--- src/rtl/gbuff_drain_pkg.sv ---
// Shared types and constants for the GBUFF_B drain engine.
package gbuff_drain_pkg;

    // Default datapath widths and the row stride shared with the GBUFF_B writer.
    localparam int DEF_WORD_SIZE      = 16;
    localparam int DEF_WORD_ADDR_BITS = 16;
    localparam int GBUFF_ROW_STRIDE   = 16;

    // Output FIFO geometry; the read credit limit equals the depth.
    localparam int FIFO_DEPTH = 4;
    localparam int FIFO_PTR_W = 2;
    localparam int FIFO_CNT_W = 3;

    typedef enum logic [1:0] {
        ST_IDLE,
        ST_RUN,
        ST_FLUSH,
        ST_DONE
    } state_t;

    // Row lengths above one full stride are treated as a full stride.
    function automatic logic [4:0] clamp_row_len(input logic [4:0] len);
        return (len > 5'd16) ? 5'd16 : len;
    endfunction

endpackage

--- src/rtl/gbuff_drain_fifo.sv ---
// 4-entry synchronous FIFO holding {last, data} words returned from GBUFF_B.
module drain_fifo
    import gbuff_drain_pkg::*;
#(
    parameter int WIDTH = DEF_WORD_SIZE + 1
) (
    input  logic                  clk,
    input  logic                  rst,
    input  logic                  push,
    input  logic [WIDTH-1:0]      wr_data,
    input  logic                  pop,
    output logic [WIDTH-1:0]      rd_data,
    output logic                  full,
    output logic                  empty,
    output logic [FIFO_CNT_W-1:0] count
);

    logic [FIFO_PTR_W-1:0] wr_ptr_q, wr_ptr_d;
    logic [FIFO_PTR_W-1:0] rd_ptr_q, rd_ptr_d;
    logic [FIFO_CNT_W-1:0] count_q, count_d;
    logic [WIDTH-1:0]      mem_q [FIFO_DEPTH];

    // Next pointer and occupancy values from this cycle's push/pop.
    always_comb begin
        // NOTE: every always_comb output gets a default first so no path leaves it unassigned and no latch is inferred.
        wr_ptr_d = wr_ptr_q;
        rd_ptr_d = rd_ptr_q;
        count_d  = count_q;
        if (push) begin
            wr_ptr_d = wr_ptr_q + 1'b1;
        end
        if (pop) begin
            rd_ptr_d = rd_ptr_q + 1'b1;
        end
        case ({push, pop})
            2'b10:   count_d = count_q + 1'b1;
            2'b01:   count_d = count_q - 1'b1;
            default: count_d = count_q;
        endcase
    end

    // Pointer and occupancy registers; reset empties the FIFO.
    always_ff @(posedge clk) begin
        // NOTE: sequential state uses non-blocking assignments so every flop samples pre-edge values.
        if (rst) begin
            wr_ptr_q <= '0;
            rd_ptr_q <= '0;
            count_q  <= '0;
        end else begin
            wr_ptr_q <= wr_ptr_d;
            rd_ptr_q <= rd_ptr_d;
            count_q  <= count_d;
        end
    end

    // Storage write port.
    always_ff @(posedge clk) begin
        // NOTE: storage is deliberately not reset; the empty flag masks stale entries at the read port.
        if (push) begin
            mem_q[wr_ptr_q] <= wr_data;
        end
    end

    assign empty   = (count_q == '0);
    assign full    = (count_q == FIFO_CNT_W'(FIFO_DEPTH));
    assign count   = count_q;
    assign rd_data = empty ? '0 : mem_q[rd_ptr_q];

endmodule

--- src/rtl/gbuff_drain.sv ---
// Drain engine: walks GBUFF_B row by row (stride 16), reads each word and
// streams it out on a valid/ready interface with per-row last marking.
module gbuff_drain
    import gbuff_drain_pkg::*;
#(
    parameter int WORD_SIZE = DEF_WORD_SIZE,
    parameter int ADDR_BITS = DEF_WORD_ADDR_BITS
) (
    input  logic                 clk,
    input  logic                 rst,
    input  logic                 start,
    input  logic [9:0]           n_rows,
    input  logic [4:0]           row_len,
    output logic                 sram_en,
    output logic                 sram_wen,
    output logic [ADDR_BITS-1:0] sram_addr,
    input  logic [WORD_SIZE-1:0] sram_DO,
    output logic                 m_valid,
    output logic [WORD_SIZE-1:0] m_data,
    output logic                 m_last,
    input  logic                 m_ready,
    output logic                 busy,
    output logic                 done
);

    state_t          state_q, state_d;
    logic [9:0]      row_q, row_d;
    logic [3:0]      col_q, col_d;
    logic [9:0]      nrows_q, nrows_d;
    logic [4:0]      len_q, len_d;
    logic            inflight_q, inflight_d;
    logic            inflight_last_q, inflight_last_d;

    logic [4:0]      eff_len;
    logic            last_col;
    logic            last_row;
    logic            credit_ok;
    logic            issue;
    logic            pop;
    logic            fifo_full;
    logic            fifo_empty;
    logic [FIFO_CNT_W-1:0] fifo_count;
    logic [WORD_SIZE:0]    fifo_rd;

    assign eff_len  = clamp_row_len(row_len);
    assign last_col = ({1'b0, col_q} == (len_q - 5'd1));
    assign last_row = (row_q == (nrows_q - 10'd1));

    // Words buffered plus the word still in the SRAM pipeline must fit the FIFO.
    assign credit_ok = !fifo_full &&
                       (({1'b0, fifo_count} + {3'b000, inflight_q}) < 4'(FIFO_DEPTH));
    assign issue     = (state_q == ST_RUN) && credit_ok;
    assign pop       = m_valid && m_ready;

    // FSM next state, row/col walk and read-pipeline tracking.
    always_comb begin
        state_d         = state_q;
        row_d           = row_q;
        col_d           = col_q;
        nrows_d         = nrows_q;
        len_d           = len_q;
        inflight_d      = issue;
        inflight_last_d = last_col;

        case (state_q)
            ST_IDLE: begin
                if (start) begin
                    nrows_d = n_rows;
                    len_d   = eff_len;
                    row_d   = '0;
                    col_d   = '0;
                    state_d = ((n_rows == '0) || (eff_len == '0)) ? ST_DONE : ST_RUN;
                end
            end
            ST_RUN: begin
                if (issue) begin
                    if (last_col && last_row) begin
                        state_d = ST_FLUSH;
                    end else if (last_col) begin
                        col_d = '0;
                        row_d = row_q + 10'd1;
                    end else begin
                        col_d = col_q + 4'd1;
                    end
                end
            end
            ST_FLUSH: begin
                // The final word is the only one left once nothing is in flight.
                if (pop && (fifo_count == FIFO_CNT_W'(1)) && !inflight_q) begin
                    state_d = ST_DONE;
                end
            end
            ST_DONE: begin
                state_d = ST_IDLE;
            end
            default: begin
                state_d = ST_IDLE;
            end
        endcase
    end

    // State, counters and the one-deep read pipeline flag.
    always_ff @(posedge clk) begin
        if (rst) begin
            state_q         <= ST_IDLE;
            row_q           <= '0;
            col_q           <= '0;
            nrows_q         <= '0;
            len_q           <= '0;
            inflight_q      <= 1'b0;
            inflight_last_q <= 1'b0;
        end else begin
            state_q         <= state_d;
            row_q           <= row_d;
            col_q           <= col_d;
            nrows_q         <= nrows_d;
            len_q           <= len_d;
            inflight_q      <= inflight_d;
            inflight_last_q <= inflight_last_d;
        end
    end

    drain_fifo #(
        .WIDTH (WORD_SIZE + 1)
    ) u_fifo (
        .clk     (clk),
        .rst     (rst),
        .push    (inflight_q),
        .wr_data ({inflight_last_q, sram_DO}),
        .pop     (pop),
        .rd_data (fifo_rd),
        .full    (fifo_full),
        .empty   (fifo_empty),
        .count   (fifo_count)
    );

    assign sram_en   = issue;
    assign sram_wen  = 1'b0;
    assign sram_addr = ADDR_BITS'(row_q) * ADDR_BITS'(GBUFF_ROW_STRIDE) + ADDR_BITS'(col_q);

    assign m_valid = !fifo_empty;
    assign m_last  = fifo_rd[WORD_SIZE];
    assign m_data  = fifo_rd[WORD_SIZE-1:0];

    assign busy = (state_q != ST_IDLE);
    assign done = (state_q == ST_DONE);

endmodule

--- config.mk ---
export PLATFORM = sky130hd
export DESIGN_NAME = gbuff_drain
export DESIGN_NICKNAME = d
export VERILOG_FILES = /design/src/rtl/gbuff_drain_pkg.sv /design/src/rtl/gbuff_drain_fifo.sv /design/src/rtl/gbuff_drain.sv
export SDC_FILE = /design/constraint.sdc
export NUM_CORES = 1
export LEC_CHECK = 0
export CORE_MARGIN = 4
export CORE_UTILIZATION = 54
export DETAILED_ROUTE_END_ITERATION = 8
export GPL_ROUTABILITY_DRIVEN = 0
export PLACE_DENSITY = 0.79
export SLEW_MARGIN = 20
export SYNTH_ARGS = -nofsm -noshare
export SYNTH_HDL_FRONTEND = slang
export SYNTH_SLANG_ARGS = --single-unit
--- constraint.sdc ---
create_clock -name clk -period 3.3 [get_ports clk]
set_input_delay 0.99 -clock clk [delete_from_list [all_inputs] [get_ports clk]]
set_output_delay 0.99 -clock clk [all_outputs]
set_load 0.1 [all_outputs]
==> results of run 1 <==
==> power by group through the flow <==
stage          registers [mW]  logic [mW]  clock network [mW]
2_1_floorplan            1.70        1.72                   0
3_3_place_gp             1.71        2.40                   0
3_5_place_dp             1.72        2.44                   0
4_1_cts                  1.69        2.45               0.766
5_1_grt                  1.71        2.57               0.831
6_report                 1.69        2.42               0.749
==> worst max-delay path, cell delays in order (launching register included) <==
cell and delay, ns:
dfxtp_1 0.37, inv_1 0.08, ha_1 0.23, or3b_2 0.49
or3_4 0.39, a2111oi_4 0.41, nand4b_4 0.18, o211ai_4 0.38
buf_4 0.21, or3_1 0.10, a21oi_1 0.06
==> cell usage after synthesis, drive strengths merged, types with 3 or more instances <==
cell | number | area (sq um)
a21oi | 30 | 150
and2 | 26 | 164
buf | 6 | 48.8
clkbuf | 14 | 52.6
dfxtp | 42 | 841
edfxtp | 68 | 2040
ha | 18 | 225
inv | 16 | 60.1
mux2i | 3 | 30.0
mux4 | 17 | 383
nand2 | 35 | 131
nand2b | 3 | 18.8
nand3 | 6 | 30.0
nand3b | 3 | 22.5
nor2 | 21 | 78.8
nor3 | 5 | 25.0
nor3b | 5 | 37.5
nor4 | 3 | 18.8
o21ai | 9 | 45.0
o31ai | 5 | 37.5
or3 | 10 | 70.1
or4 | 9 | 71.3
xnor2 | 17 | 149
xor2 | 7 | 61.3
==> cell families after synthesis <==
kind of cell	after synthesis	synth area share
AND/OR/NAND/NOR	138	0.153
flip-flops	110	0.568
AO/OA/AOI/OAI	60	0.0801
buffers and inverters	36	0.0318
XOR/XNOR	24	0.0414
multiplexers	20	0.0813
adder cells (fa/ha/maj)	18	0.0443
other	1	0.000738
==> through the flow <==
| stage | util | setup WS (ns) | total power [mW] |
|---|---|---|---|
| final | 0.674 | 0.282 | 4.86 |
| after global routing | 0.674 | 0.109 | 5.11 |
| after CTS | 0.674 | 0.253 | 4.90 |
| after detailed placement | 0.654 | 0.303 | 4.16 |
| after global placement | 0.654 | 0.426 | 4.10 |
| after floorplan | - | 0.111 | 3.43 |
==> registers in the layout, summed over array words and instances (netlist names), named ones only <==
signal	flops
u_fifo.mem_q	68
nrows_q	10
row_q	10
len_q	5
col_q	4
u_fifo.count	3
state_q	2
u_fifo.rd_ptr_q	2
u_fifo.wr_ptr_q	2
inflight_last_q	1
inflight_q	1
==> routing by layer <==
layer / global-route usage / wire [microns] / up-vias / share of wire
li1: - / - / 1618 / -
met1: 0.249 / 4330 / 1680 / 0.43
met2: 0.328 / 5210 / 86 / 0.51
met3: 0.0414 / 471 / 8 / 0.047
met4: 0.0487 / 104 / 0 / 0.010
met5: 0 / 0 / - / 0
==> cell type report <==
type	instances	area [sq um]
clock inverter	6	56.3
multi-input combinational	263	2050
inverter	16	60.1
sequential	110	2880
tap	111	139
timing repair buffer	76	881
fill	669	3000
clock buffer	10	128
==> final timing paths <==
check | startpoint | to | slack [ns] | cells after the start
setup / recovery | nrows_q[0] | row_q[2] | 0.28 | 10
hold / removal | inflight_last_q | u_fifo.mem_q[1][16] | 0.49 | 0
setup reg to reg | nrows_q[0] | row_q[2] | 0.28 | 10
hold reg to reg | inflight_last_q | u_fifo.mem_q[1][16] | 0.49 | 0
==> results.md, run 1 <==
- Outcome: finished, final reports clean
- H-tree levels: 3
- Worst EP required: approximately 3.6 ns
- CTS tree: yes
- Clock Pin Slew Worst Setup and Hold Paths: 0.11 ns
- Hold_ws: 0.491 ns
- # rows: 35
- Die Wd: approximately 100 microns
- Post-CTS setup repair buffer count: 0
- TritonCTS Sinks: 110
- N_diodes: 0
- Detailed Routing Iterations Pass 1: 4
- Most common cell after layout, fill and taps aside: edfxtp_1
- CORE AREA: 9200 sq um
- Max Slew Vio Count: 0
- Mean Syn Cell Area: 12.5 sq um
- Final Hold Fails: 0
- WL/cell: 17.1 microns
- Crit path launch type: flop
- Clock Power Share: 0.154
- DIE HEIGHT: 105 microns
- Relative slew margins: 0.394
- Post-synth EDFFs: 68
- Sequential group share of total power: 0.348
- Fraction of registers with async set/reset: 0
- Antenna violations before repair: 0
- MaxCap Viol Count: 0
- Final period utilization: 0.915
- Worst Setup End Kind: flop
- Pwr Density: 784 nW/um^2
- Placed cells: ~580
- Clk root buf: clkbuf_8
- Synthesized area: 5080 sq um
- Final TNS setup: 0 ns
- Vias per std cell: 5.73
- Synth Register Bits: 110
- FMAX: 0.331 GHz
- Die area: 11000 sq um
- GRT overflow: 0
- Share of layout cells above drive strength 1: 0.204
- Detail Route Antenna Nets: 0
- Number of DRC markers in iteration 0: 136
- Minimum clock period after layout: 3.02 ns
- Min-delay worst type: flop to flop
- All-Layer GR Usage: 0.192
- Starting density of the core: 0.552
- Sw Ratio: 0.429
- Worst path arrival time: 3.27 ns
- # DRC: 0
- Final Cell Area: 6200 sq um
- Clock buffer count from CTS: 9
- Synthesized instance count: 407
- VDD IR max: 0.000867 V
- Non-filler cells, final: approximately 590
- Layout overhead on the synthesized area: 22.1%
- Resize count post-CTS: 0
- Synthesis warning total: 0
- Vias in the first global route: between 3000 and 4000
- Final HPWL DP: 7.34 mm
- # IOs: 73
- CTS max path bufs: 2
- Yosys cell types: 56
- Leakage: approximately 2.2 nW
- CP max FO: 14
- Combinational power share: 0.498
- Number of port buffers: a little under 70
- Clock Latency Late Sink: ~0.37 ns
- Setup Skew: 0.0201 ns
- Crit path kind: flop to flop
- RSZ-0062 raised after global routing: false
- Count of final setup violators: 0
- Switch Pwr: 2.08 mW
- Final nets: 529
- Int Pwr: around 2.8 mW
- Ys flop type: edfxtp_1
- Seq/Total Area, Yosys: 0.568
- Measured slew at the worst slew-check pin: between 0.9 and 1 ns
- Most frequent cells in the layout: 68 x edfxtp_1, 42 x dfxtp_1, 35 x nand2_1
- Hold-fix buffers, CTS: 0
- DP Area: 6020 sq um
- Largest net degree at the start of global routing: 36
- Post-Route WL: 10.1 mm
- First-pass GRT wire length: 16.9 mm
- Vias: 3392
Note: power is estimated with default switching activity, not from simulation.
==> run 2: changes to the inputs <==
--- a/config.mk
+++ b/config.mk
@@ -5,7 +5,6 @@
 export SDC_FILE = /design/constraint.sdc
 export NUM_CORES = 1
 export LEC_CHECK = 0
-export CORE_MARGIN = 4
 export CORE_UTILIZATION = 54
 export DETAILED_ROUTE_END_ITERATION = 8
 export GPL_ROUTABILITY_DRIVEN = 0
==> results.md, run 2 (synthesized netlist as in run 1, its figures left out) <==
- Multi-input logic area: 2050 sq um
- All-Layer GR Usage: 0.216
- Reg2reg end: state_q[1]
- Pwr Density: roughly 790 nW/um^2
- CP max FO: 5
- Worst path arrival time: approximately 3.3 ns
- Clock Power Share: 0.160
- Number of port buffers: 69
- Worst Setup End Kind: flop
- Vias per std cell: 5.70
- Largest register FFs: a little under 70
- Largest net degree at the start of global routing: 36
- H-tree levels: 3
- Final period utilization: 0.921
- Outcome: finished, final reports clean
- Worst EP required: between 3 and 4 ns
- Crit path launch type: flop
- Post-Route WL: 9.97 mm
- N_diodes: 0
- Vias in the first global route: ~3500
- Starting density of the core: 0.552
- Clock buffer count from CTS: 9
- Detail Route Antenna Nets: 0
- Crit path capture: state_q[1]
- Antenna violations before repair: 0
- Detailed Routing Iterations Pass 1: 4
- FF-to-FF path depth: 9
- Crit path kind: flop to flop
- Hold-fix buffers, CTS: 0
- RSZ-0062 raised after global routing: false
- Resize count post-CTS: 0
- FMAX: around 0.33 GHz
- Clk root buf: clkbuf_8
- Most common cell after layout, fill and taps aside: edfxtp_1
- Clock Latency Late Sink: 0.37 ns
- # rows: 35
- Vias: 3367
- Measured slew at the worst slew-check pin: ~0.9 ns
- Leakage: 2.18 nW
- Post-CTS setup repair buffer count: 0
- Combinational power share: 0.496
- Number of DRC markers in iteration 0: 140
- CTS max path bufs: 2
- VDD IR max: 0.000536 V
- Minimum clock period after layout: 3.04 ns
- First-pass GRT wire length: between 15 and 20 mm
- CTS tree: yes
- # DRC: 0
- Layout overhead on the synthesized area: 22.0%
- Relative slew margins: 0.401
- Sw Ratio: 0.433
- Final core utilization: 0.674
- Seq. cell area: 2880 sq um
- Switch Pwr: 2.13 mW
- Sequential group share of total power: 0.344
- Final Hold Fails: 0
- Min-delay worst type: flop to flop
- Final HPWL DP: 7.04 mm
- Final TNS setup: 0 ns
- Max Slew Vio Count: 0
- Setup Skew: between 0.01 and 0.015 ns
- WL/cell: 16.9 microns
- # IOs: 73
- DIE HEIGHT: 99.0 microns
- Total power: 4.90 mW
- Int Pwr: 2.78 mW
- CORE AREA: roughly 9000 sq um
- Most flop-heavy register: u_fifo.mem_q
- Count of final setup violators: 0
- TritonCTS Sinks: 110
- Reg2reg start: nrows_q[0]
- Worst Setup SP: nrows_q[0]
- Share of layout cells above drive strength 1: 0.202
- Die area: 9800 sq um
- Most frequent cells in the layout: 68 x edfxtp_1, 42 x dfxtp_1, 35 x nand2_1
- Clock Pin Slew Worst Setup and Hold Paths: 0.11 ns
- MaxCap Viol Count: 0
- Layout fillers: roughly 670
- Flop-to-flop setup slack: 0.26 ns
- Regs by FF count: u_fifo.mem_q: 68 flops, nrows_q: 10 flops, row_q: 10 flops
- GRT overflow: 0
- Final nets: around 530
- Die Wd: about 100 microns
==> run 2: cell count changes in the layout (fill, tap and decap cells not counted) <==
cell	delta
inv_6	+4
buf_4	-1
clkinvlp_4	-1
clkinv_4	-3
==> run 2: power groups by stage <==
stage                     registers, mW  clock network, mW  logic [mW]
after detailed placement           1.72                  0        2.44
after global placement             1.70                  0        2.39
after global routing               1.70              0.843        2.58
after floorplan                    1.70                  0        1.72
after CTS                          1.69              0.792        2.45
final                              1.69              0.785        2.43
==> run 2: worst min-delay path by stage <==
stage                                from             endpoint  slack (ns)  cells after the start
final                          nrows_q[9]           nrows_q[9]        0.48                      2
after CTS                        len_q[4]             len_q[4]        0.48                      2
after global placement    inflight_last_q  u_fifo.mem_q[2][16]        0.45                      0
after global routing           nrows_q[9]           nrows_q[9]        0.51                      2
after floorplan           inflight_last_q  u_fifo.mem_q[0][16]        0.44                      0
after detailed placement         len_q[4]             len_q[4]        0.47                      2
==> run 2: cell type report <==
cell class / instances / area share
Clock buffer: 10 / 0.0206
Clock inverter: 6 / 0.00929
Inverter: 16 / 0.00970
Multi-Input combinational cell: 263 / 0.332
Sequential cell: 110 / 0.465
Tap cell: 111 / 0.0224
Timing Repair Buffer: 75 / 0.141
==> run 2: metrics by stage <==
step	hold WS (ns)	cell area, sq um	worst slack [ns]	std cells
6_report	0.481	6190	0.260	591
5_1_grt	0.514	6190	0.130	591
4_1_cts	0.483	6190	0.267	591
3_5_place_dp	0.467	6010	0.310	575
3_3_place_gp	0.448	6010	0.399	575
2_1_floorplan	0.438	5100	0.111	409
==> run 2: per-layer routing <==
| metal | vias to the layer above | GRT usage | wire, microns |
|---|---|---|---|
| met5 | - | 0 | 0 |
| met4 | 0 | 0.0723 | 178 |
| met3 | 18 | 0.0461 | 457 |
| met2 | 95 | 0.376 | 4950 |
| met1 | 1636 | 0.267 | 4380 |
| li1 | 1618 | - | - |
==> run 2: critical path, cell delays in order (launching register included) <==
cell and delay, ns:
dfxtp_1 0.37, inv_1 0.08, ha_1 0.23, or3b_2 0.49, or3_4 0.39, a2111oi_4 0.40
nand4b_4 0.18, o41ai_2 0.39, and3b_1 0.26, mux2i_1 0.18
==> patch 1: new RTL, flow settings as in run 2 <==
Set the package constant `FIFO_DEPTH` to 2 (it was 4).
--- a/src/rtl/gbuff_drain_pkg.sv
+++ b/src/rtl/gbuff_drain_pkg.sv
@@ -9,3 +9,3 @@
     // Output FIFO geometry; the read credit limit equals the depth.
-    localparam int FIFO_DEPTH = 4;
+    localparam int FIFO_DEPTH = 2;
     localparam int FIFO_PTR_W = 2;
Behaviour: not the same (a bounded check fails within 4 cycles, from zero or initial values and one cycle with rst high).
==> patch 1 against run 2 <==
- the flow now finishes with violations (DRC)
- routed wire length decreased by 22%
- via count decreased by 12%
- design area decreased by 24%
- worst setup slack got worse by 0.087 ns
- sequential cell count decreased by 37
- cell count decreased by 12%
- clock power decreased by 14%
- synthesized cell count decreased by 9.3%
- area after synthesis decreased by 28%
- sequential power decreased by 30%
- power decreased by 5.9%
- critical path type unchanged
- critical endpoint is now row_q[5]$_SDFFE_PP0P_
- largest cell class unchanged
- highest routed layer unchanged
==> patch 1: results <==
export IMPL_cp_slowest_cell="sky130_fd_sc_hd__or4_4"
export IMPL_path_delay_family="compound AO/OA/AOI/OAI gates"
export IMPL_count_of_flip_flops_with_a_built_in_enable_after_synthesis=34
export IMPL_initialDrtViolationCount=162
export IMPL_synthesis_area_per_instance_um2=9.860
export IMPL_detail_route_wl_per_cell_um=15.06
export IMPL_power_leakage_nw=1.758
export IMPL_drtPass1Iterations=6
export IMPL_place_worst_setup_slack_ns=0.1862
export IMPL_grt_met3_usage_pct=3.956
export IMPL_grt_usage_pct=23.79
export IMPL_layout_top_registers="u_fifo.mem_q (34), nrows_q (10), row_q (10)"
export IMPL_synth_distinct_cells=47
export IMPL_synth_top_cells_by_count="39 x sky130_fd_sc_hd__dfxtp_1, 36 x sky130_fd_sc_hd__nor2_1, 34 x sky130_fd_sc_hd__edfxtp_1"
export IMPL_reg2reg_from="nrows_q[2]$_SDFFE_PP0P_"
export IMPL_grt_max_degree=24
export IMPL_vias_per_cell=5.701
export IMPL_max_freq_mhz=319.8
export IMPL_synth_ff_type="sky130_fd_sc_hd__dfxtp_1"
export IMPL_regToRegEndpoint="row_q[5]$_SDFFE_PP0P_"
export IMPL_outcome="complete, but fails checks"
export IMPL_synth_yosys_seq_area_share_pct=49.52
export IMPL_hold_path_end="u_fifo.mem_q[1][16]$_DFFE_PP_"
export IMPL_failing_checks="DRC"
export IMPL_hold_path_class="flip-flop to flip-flop"
export IMPL_yosys_top_cells_area="sky130_fd_sc_hd__edfxtp_1 28%, sky130_fd_sc_hd__dfxtp_1 21%, sky130_fd_sc_hd__ha_1 5.5%"
export IMPL_drive_gt1_share_pct=15.16
export IMPL_timing_max_slew_rel_slack_pct=44.11
export IMPL_wl_met1_um=3409
export IMPL_drt_drc_violations_left=14
export IMPL_grt_pass1_vias=2798
export IMPL_use_met1_pct=30.80
export IMPL_cp_slowest_stage_delay_ns=0.59
export IMPL_largest_fanout_on_the_critical_path=23
export IMPL_final_net_count=488
export IMPL_ff2ff_setup_slack_ns=0.17
export IMPL_whs_ns=0.4525
export IMPL_largest_voltage_drop_on_the_vdd_net_v=0.0006826
export IMPL_timing_hold_worst_path_depth=0
export IMPL_placement_cell_area_um2=4538
export IMPL_routed_wirelength_um=7814
export IMPL_clk_insertion_delay_late_ns=0.34
export IMPL_grt_first_pass_wirelength_um=13110
export IMPL_data_arrival_time_of_the_critical_path_ns=3.40
export IMPL_worst_clock_skew_ns=0.008554
export IMPL_fillerInstances=480
export IMPL_clk_pin_slew_ns=0.08
export IMPL_route_met2_wl_um=3877
export IMPL_worst_r2r_cell_count=7
export IMPL_place_inst=503
export IMPL_detail_route_met3_wl_um=389
export IMPL_min_from="inflight_last_q$_SDFF_PP0_"
export IMPL_grtUsageMet2_pct=39.34
==> patch 1: cell type report <==
class,instances,area [um^2],share of cell area (%)
Timing Repair Buffer,76,880.8,18.64
Sequential cell,73,1802,38.14
Tap cell,77,96.34,2.039
Multi-Input combinational cell,261,1699,35.96
Clock inverter,5,55.05,1.165
Inverter,16,60.06,1.271
Clock buffer,11,131.4,2.781
==> patch 1: cell families (layout without fill, tap and decap cells) <==
group | Yosys count | in the layout | share of synthesized area, %
other | 1 | 3 | 0.1031
xor gates and xnor gates | 19 | 19 | 4.574
muxes | 19 | 19 | 5.227
DFF | 73 | 73 | 49.52
and+or+nand+nor | 135 | 135 | 18.84
buffers and inverters | 37 | 108 | 4.539
AOI/OAI and AO/OA | 69 | 69 | 11.69
adders and majority gates | 16 | 16 | 5.502
==> patch 1: report_power, final <==
part / switching [mW] / total [mW] / internal [mW] / leakage, nW
clock network: 0.324 / 0.673 / 0.349 / 0.0914
logic: 1.86 / 2.76 / 0.903 / 1.04
registers: 0.103 / 1.18 / 1.08 / 0.626
==> patch 2: new RTL, config.mk and constraints of run 2 <==
Made on the original files. Encoding of `state_t`: now one-hot (4 bits for 4 states).
--- a/src/rtl/gbuff_drain_pkg.sv
+++ b/src/rtl/gbuff_drain_pkg.sv
@@ -13,7 +13,7 @@
 
-    typedef enum logic [1:0] {
-        ST_IDLE,
-        ST_RUN,
-        ST_FLUSH,
-        ST_DONE
+    typedef enum logic [3:0] {
+        ST_IDLE  = 4'b0001,
+        ST_RUN   = 4'b0010,
+        ST_FLUSH = 4'b0100,
+        ST_DONE  = 4'b1000
     } state_t;
Check against the original RTL: same outputs for any inputs over 10 cycles, from zero or initial values and one cycle with rst high; not proved beyond that.
==> patch 2 against run 2 <==
- global-route usage increased by 0.32 points
- utilization rose by 1.5 points
- routed wire length increased by 3.6%
- clock skew is 0.0020 ns lower
- synthesized cell count grew 6.9%
- power decreased by 5.3%
- highest routed layer unchanged
- worst setup slack worse by 0.070 ns
- critical path type unchanged
- first-iteration DRC count increased by 21%
- sequential cell count rose by 2
- design area rose by 3.2%
- area after synthesis is 2.6% higher
- sequential share of layout area is 0.81 points lower
- fmax down 2.2%
==> patch 2: results <==
export IMPL_outcome="completed"
export IMPL_place_inst=619
export IMPL_grt_met3_usage_pct=4.805
export IMPL_drive_gt1_share_pct=19.72
export IMPL_largest_fanout_on_the_critical_path=13
export IMPL_place_worst_setup_slack_ns=0.2700
export IMPL_synth_seq_cells=112
export IMPL_worst_clock_skew_ns=0.01145
export IMPL_post_layout_nonfiller_instances=636
export IMPL_yosys_top_cells_area="sky130_fd_sc_hd__edfxtp_1 39%, sky130_fd_sc_hd__dfxtp_1 17%, sky130_fd_sc_hd__mux4_2 7.3%"
export IMPL_vias_per_cell=5.593
export IMPL_use_met1_pct=26.74
export IMPL_power_per_cell_area_nw_per_um2=726.2
export IMPL_final_net_count=550
export IMPL_grt_max_degree=38
export IMPL_synth_yosys_seq_area_share_pct=56.10
export IMPL_wl_met1_um=4460
export IMPL_grt_usage_pct=21.88
export IMPL_drtPass1Iterations=5
export IMPL_clock_buffers=11
export IMPL_switching_fraction_pct=41.44
export IMPL_design_core_area_um2=9284
export IMPL_grt_pass1_vias=3537
export IMPL_nonClockBufferCount=77
export IMPL_initialDrtViolationCount=169
export IMPL_fillerInstances=682
export IMPL_bufAreaShareNonClock_pct=13.90
export IMPL_largest_voltage_drop_on_the_vdd_net_v=0.0004515
export IMPL_register_area_um2=2923
export IMPL_detail_route_met3_wl_um=502
export IMPL_routed_wirelength_um=10320
export IMPL_multi_input_area_share_pct=33.65
export IMPL_timing_max_slew_rel_slack_pct=41.12
export IMPL_route_met2_wl_um=5229
export IMPL_placement_cell_area_um2=6173
export IMPL_synth_top_cells_by_count="68 x sky130_fd_sc_hd__edfxtp_1, 44 x sky130_fd_sc_hd__dfxtp_1, 37 x sky130_fd_sc_hd__nand2_1"
export IMPL_power_leakage_nw=2.197
export IMPL_p_clk_mw=0.828
## patch 2: worst max-delay path: stages, from the launching register on
cell and delay, ns:
sky130_fd_sc_hd__dfxtp_1 0.40, sky130_fd_sc_hd__inv_1 0.09, sky130_fd_sc_hd__ha_2 0.22, sky130_fd_sc_hd__or3b_4 0.41, sky130_fd_sc_hd__or4_4 0.50, sky130_fd_sc_hd__a2111oi_4 0.39, sky130_fd_sc_hd__nand4_1 0.20, sky130_fd_sc_hd__o21ai_2 0.32
sky130_fd_sc_hd__buf_4 0.23, sky130_fd_sc_hd__o21ai_0 0.10, sky130_fd_sc_hd__a21oi_1 0.17
## patch 2: final timing paths
path / start / endpoint / slack (ns) / depth (start not counted)
hold / removal: len_q[1]$_SDFFE_PP0P_ / len_q[1]$_SDFFE_PP0P_ / 0.49 / 2
setup reg to reg: nrows_q[0]$_SDFFE_PP0P_ / row_q[8]$_SDFFE_PP0P_ / 0.19 / 10
hold reg to reg: len_q[1]$_SDFFE_PP0P_ / len_q[1]$_SDFFE_PP0P_ / 0.49 / 2
setup / recovery: nrows_q[0]$_SDFFE_PP0P_ / row_q[8]$_SDFFE_PP0P_ / 0.19 / 10
## patch 2: kinds of logic (layout without fill, tap and decap cells)
logic type | count (synthesis) | in the layout | share of synthesized area [%]
adder cells (fa/ha/maj) | 13 | 13 | 3.122
multiplexers | 22 | 22 | 8.357
buffers and inverters | 39 | 109 | 3.170
AND/OR/NAND/NOR | 159 | 159 | 16.96
flip-flops | 112 | 112 | 56.10
other | 1 | 3 | 0.07198
AO/OA/AOI/OAI | 68 | 68 | 8.694
XOR/XNOR | 21 | 21 | 3.530
## patch 2: what timing repair did
item,4_1_cts,5_1_grt
endpoints found under the setup margin,0,2
resized for setup,0,1
hold buffers,0,0
buffers inserted,0,1
